`src/rtl/bk_nibble_accumulator.sv`:
```
// bk_nibble_accumulator
//
// Accumulates a stream of operands into a W-bit running sum (W = 4*NIBBLES).
// A single 4-bit add slice (a + b + carry-in) is reused over NIBBLES cycles
// for each operand, least-significant nibble first.
//
// Ports:
//   clk        clock; all state changes on its rising edge
//   rst_n      synchronous active-low reset
//   ena        design enable; low freezes all state (out_valid forced to 0)
//   clr        clear accumulator and overflow flag (honoured only when idle)
//   in_valid   operand valid
//   in_data    operand, W bits
//   in_ready   combinational: ena & ~clr & idle
//   acc_out    accumulator value (partial while busy)
//   out_valid  one-cycle strobe: accumulation complete
//   ovf        sticky carry-out of bit W-1
//   busy       combinational: add in progress

module bk_nibble_accumulator #(
    parameter int unsigned NIBBLES = 3
) (
    input  logic                 clk,
    input  logic                 rst_n,
    input  logic                 ena,
    input  logic                 clr,
    input  logic                 in_valid,
    input  logic [4*NIBBLES-1:0] in_data,
    output logic                 in_ready,
    output logic [4*NIBBLES-1:0] acc_out,
    output logic                 out_valid,
    output logic                 ovf,
    output logic                 busy
);

    localparam int unsigned W    = 4 * NIBBLES;
    localparam int unsigned IdxW = (NIBBLES > 2) ? $clog2(NIBBLES) : 1;
    localparam logic [IdxW-1:0] LastIdx = IdxW'(NIBBLES - 1);

    typedef enum logic [0:0] {StIdle, StAdd} state_e;

    state_e          state_q, state_d;
    logic [W-1:0]    acc_q, acc_d;
    logic [W-1:0]    opnd_q, opnd_d;
    logic [IdxW-1:0] idx_q, idx_d;
    logic            carry_q, carry_d;
    logic            ovf_q, ovf_d;
    logic            out_valid_q, out_valid_d;

    logic [3:0] acc_nib, opnd_nib;
    logic [4:0] sum;

    // Shared nibble slice, selected by the current nibble index.
    assign acc_nib  = acc_q[4*idx_q +: 4];
    assign opnd_nib = opnd_q[4*idx_q +: 4];
    assign sum      = 5'(acc_nib) + 5'(opnd_nib) + 5'(carry_q);

    assign in_ready  = ena & ~clr & (state_q == StIdle);
    assign busy      = (state_q == StAdd);
    assign acc_out   = acc_q;
    assign ovf       = ovf_q;
    assign out_valid = out_valid_q;

    always_comb begin
        state_d     = state_q;
        acc_d       = acc_q;
        opnd_d      = opnd_q;
        idx_d       = idx_q;
        carry_d     = carry_q;
        ovf_d       = ovf_q;
        // Strobe defaults low, which also covers the ena-low case.
        out_valid_d = 1'b0;

        if (ena) begin
            unique case (state_q)
                StIdle: begin
                    if (clr) begin
                        acc_d = '0;
                        ovf_d = 1'b0;
                    end else if (in_valid) begin
                        opnd_d  = in_data;
                        idx_d   = '0;
                        carry_d = 1'b0;
                        state_d = StAdd;
                    end
                end
                StAdd: begin
                    acc_d[4*idx_q +: 4] = sum[3:0];
                    carry_d             = sum[4];
                    if (idx_q == LastIdx) begin
                        state_d     = StIdle;
                        out_valid_d = 1'b1;
                        ovf_d       = ovf_q | sum[4];
                        carry_d     = 1'b0;
                        idx_d       = '0;
                    end else begin
                        idx_d = idx_q + 1'b1;
                    end
                end
                default: state_d = StIdle;
            endcase
        end
    end

    always_ff @(posedge clk) begin
        if (!rst_n) begin
            state_q     <= StIdle;
            acc_q       <= '0;
            opnd_q      <= '0;
            idx_q       <= '0;
            carry_q     <= 1'b0;
            ovf_q       <= 1'b0;
            out_valid_q <= 1'b0;
        end else begin
            state_q     <= state_d;
            acc_q       <= acc_d;
            opnd_q      <= opnd_d;
            idx_q       <= idx_d;
            carry_q     <= carry_d;
            ovf_q       <= ovf_d;
            out_valid_q <= out_valid_d;
        end
    end

endmodule

```
`config.mk`:
```
export PLATFORM = sky130hd
export DESIGN_NAME = bk_nibble_accumulator
export DESIGN_NICKNAME = d
export VERILOG_FILES = /design/src/rtl/bk_nibble_accumulator.sv
export SDC_FILE = /design/constraint.sdc
export NUM_CORES = 1
export LEC_CHECK = 0
export ABC_AREA = 1
export CAP_MARGIN = 0
export CORE_UTILIZATION = 50
export DETAILED_ROUTE_END_ITERATION = 7
export PLACE_DENSITY = 0.88
export SETUP_SLACK_MARGIN = 0.02
export SYNTH_ARGS = -nofsm -noshare
export SYNTH_HDL_FRONTEND = slang
export SYNTH_SLANG_ARGS = --single-unit
```
`constraint.sdc`:
```
create_clock -name clk -period 2.8 [get_ports clk]
set_input_delay 0.42 -clock clk [delete_from_list [all_inputs] [get_ports clk]]
set_output_delay 0.42 -clock clk [all_outputs]
set_load 0.05 [all_outputs]
```
==> results of run 1 <==
registers in the layout, indices dropped and copies added (netlist names):
name,count
acc_out,12
busy,1
carry_q,1
idx_q,2
opnd_q,12
out_valid,1
ovf,1
per-stage QoR:
stage / instances / hold WS, ps / setup WS (ps) / util, %
floorplan: 217 / 448 / 460 / -
global placement: 275 / 462 / 508 / 66.0
detailed placement: 275 / 466 / 426 / 66.0
CTS: 283 / 486 / 379 / 68.1
global route: 283 / 503 / 111 / 68.1
finish: 283 / 487 / 344 / 68.1
placed cells by master (no fill, tap or decap), types with 2 or more instances in the layout:
cell	synthesis	layout
o21ai_1	10	10
nor2_2	2	2
buf_4	0	4
o21ai_0	22	22
inv_1	12	12
clkdlybuf4s50_1	0	31
inv_2	2	2
ha_1	8	8
nor2_1	42	42
nor2_4	2	2
nand3_1	16	16
clkinv_2	1	2
nand2_1	35	35
clkbuf_4	0	5
a21oi_1	18	18
fa_1	2	2
dfxtp_1	30	30
per-layer routing:
layer | vias up | wire, um
met2 | 53 | 1560
met3 | 10 | 195
met1 | 680 | 1450
li1 | 778 | -
met4 | 0 | 99
met5 | - | 0
worst paths after layout:
check	end	slack [ps]	cells after the start
worst min-delay path	acc_out[7]$_SDFFE_PN0P_	490	2
worst min register to register	acc_out[7]$_SDFFE_PN0P_	490	2
worst max register to register	acc_out[10]$_SDFFE_PN0P_	340	9
worst max-delay path	acc_out[10]$_SDFFE_PN0P_	340	9
final cells by class:
class / count / area [um2]
clock buffers: 7 / 55.1
inverters: 16 / 61.3
repair buffers: 35 / 340
flip-flops and latches: 30 / 601
multi-input cells: 163 / 842
well taps: 31 / 38.8
fillers: 246 / 910
clock inverters: 1 / 5.00
cells by family (layout without fill, tap and decap cells):
group	Yosys count	in the layout	share of synthesized area [%]
AND/OR/NAND/NOR	100	100	27.4
AO/OA/AOI/OAI	52	52	17.1
flip-flops	30	30	38.6
buffers and inverters	24	59	7.31
adder cells (fa/ha/maj)	10	10	9.00
XOR/XNOR	1	1	0.563
power by group:
part	leakage, nW	switching [mW]	internal, mW
Sequential	0.243	0.00776	0.437
Clock	0.0353	0.148	0.121
Combinational	0.477	0.0718	0.0514
worst min-delay path: stages (launching register included):
cell and delay (ps):
dfxtp_1 330, nand2_1 60, a21oi_1 60
==> impl_results.md, run 1 <==
* Run status: finished with violations
* Failing checks: DRC
* CTS tree: done
* # clock sinks at 30
* Post-synthesis sequential area ratio at between 30% and 40%
* Port Buffers at 32
* Final RePlAce weighted congestion at 0.863
* Final Hold Vio Count at 0
* Async SR Flop Fraction at 0%
* Num CTS Buffers at 5
* Largest net degree at the start of global routing at 17
* Routed WL at roughly 3300 um
* Net count reported at finish at around 280
* Syn Inst Count at 217
* Worst setup EP type: flip-flop
* RSZ-0062 raised after global routing: no
* Clock Tree Buf Depth at 2
* Slew Limit Fails at 0
* Overall power at 0.838 mW
* DRC at 3
* Max Fclk at roughly 410 MHz
* Max rail drop VDD at 0.409 mV
* Slew @ Worst Pin at ~650 ps
* Die ar. at 3340 um2
* Area after DPL at 1880 um2
* WP data required at 3000 ps
* H-tree Lvls at 2
* Largest cells by area after synthesis: dfxtp_1 (39%), nor2_1 (10%), nand2_1 (8.4%)
* Die X at 57.8 um
* Avg WL per Cell at approximately 12 um
* Ports at 33
* # diodes at 0
* Period utilization at 87.7%
* GR met1 Demand/Resource at 27.2%
* Hold path start: acc_out[7]$_SDFFE_PN0P_
* CP Max Fanout at 15
* Hpwl dp at about 2400 um
* Most Used Layer, Global Route: met2
* Routed Antenna Nets at 0
* Final min period at around 2500 ps
* EDFF count, synth at 0
* Most numerous cell in the Yosys netlist: nor2_1
* Initial antenna violation count at 0
* Root cell of the clock tree: clkbuf_4
* Yosys warns at 0
* Cell area after synthesis at between 1500 and 2000 um2
* M3 GR Usage at ~5.1%
* CP arrival at between 2000 and 3000 ps
* DR vias/cell at between 5 and 6
* Slowest library cell on the worst path: fa_1
* CP max stage delay at around 430 ps
* Vias in the first global route at between 1,000 and 1,500
* First-pass GRT wire length at 5690 um
* Hold buffer count at cts at 0
* Die H at slightly below 60 um
* Buffers plus inverters on the worst setup path at 1
* Worst skew pair latency at 340 ps
* Syn_area_per_cell at approximately 7 um2
* Pwr dens at between 400 and 500 nW/um2
* Post-route cell area at 1940 um2
* Relative slew margins at between 50% and 60%
* Cell Chain, Critical Path: clkinv_1 > nor2_1 > o21ai_0 > fa_1 > fa_1 > xnor2_1 > nor2_1 > nand2_1 > a21oi_1
* Max Cap Viol at 0
* Global route overflow at 0
* Clock transition at path regs at around 100 ps
* Share of cells above drive strength 1 at between 8 and 9%
* DRT iter0 DRCs at a little under 70
* Clk_skew at 21.6 ps
* Leakage at about 0.76 nW
* TritonRoute pass-1 iters at 8
* Crit path launch type: flip-flop
* Crit path kind: reg2reg
* Ys flop type: dfxtp_1
* M2 GR Usage at 36.4%
* Worst min-delay path class: reg2reg
* Top-area cell type share of the netlist area at ~39%
* Overall routing resource usage at ~22%
* Cell accounting for the most synthesized area: dfxtp_1
* Post-CTS Setup Inserts at 0
* Delay-heaviest family, CP: adder cells
* Final setup TNS at 0 ps
* Seq cells post-synth at 30
* Core area at between 2000 and 3000 um2
* Row cnt at 19
* FF-to-FF Start: idx_q[0]$_SDFFE_PN0P_
* Synth cell count leaders: nor2_1 (42), nand2_1 (35), dfxtp_1 (30)
* Initial Util at a little over half
* Setup violations, final at 0
* Net count after synthesis at between 200 and 250
* Post_cts resized at 0
* Crit path from: idx_q[0]$_SDFFE_PN0P_
* Vias at 1,521
* Synth cell types at 23
* Synthesis-to-layout area growth at 24.8%
Note: power is estimated with default switching activity, not from simulation.
==> inputs of run 2 (changes only) <==
--- a/config.mk
+++ b/config.mk
@@ -8,6 +8,7 @@
 export ABC_AREA = 1
 export CAP_MARGIN = 0
 export CORE_UTILIZATION = 50
+export CTS_CLUSTER_SIZE = 20
 export DETAILED_ROUTE_END_ITERATION = 7
 export PLACE_DENSITY = 0.88
 export SETUP_SLACK_MARGIN = 0.02
==> results of run 2 <==
Final layout, timing and power as in run 1 (identical DEF).
==> inputs of run 3 (changes only) <==
--- a/config.mk
+++ b/config.mk
@@ -12,6 +12,7 @@
 export DETAILED_ROUTE_END_ITERATION = 7
 export PLACE_DENSITY = 0.88
 export SETUP_SLACK_MARGIN = 0.02
+export SLEW_MARGIN = 0
 export SYNTH_ARGS = -nofsm -noshare
 export SYNTH_HDL_FRONTEND = slang
 export SYNTH_SLANG_ARGS = --single-unit
==> results of run 3 <==
Final layout, timing and power as in run 1 (identical DEF).
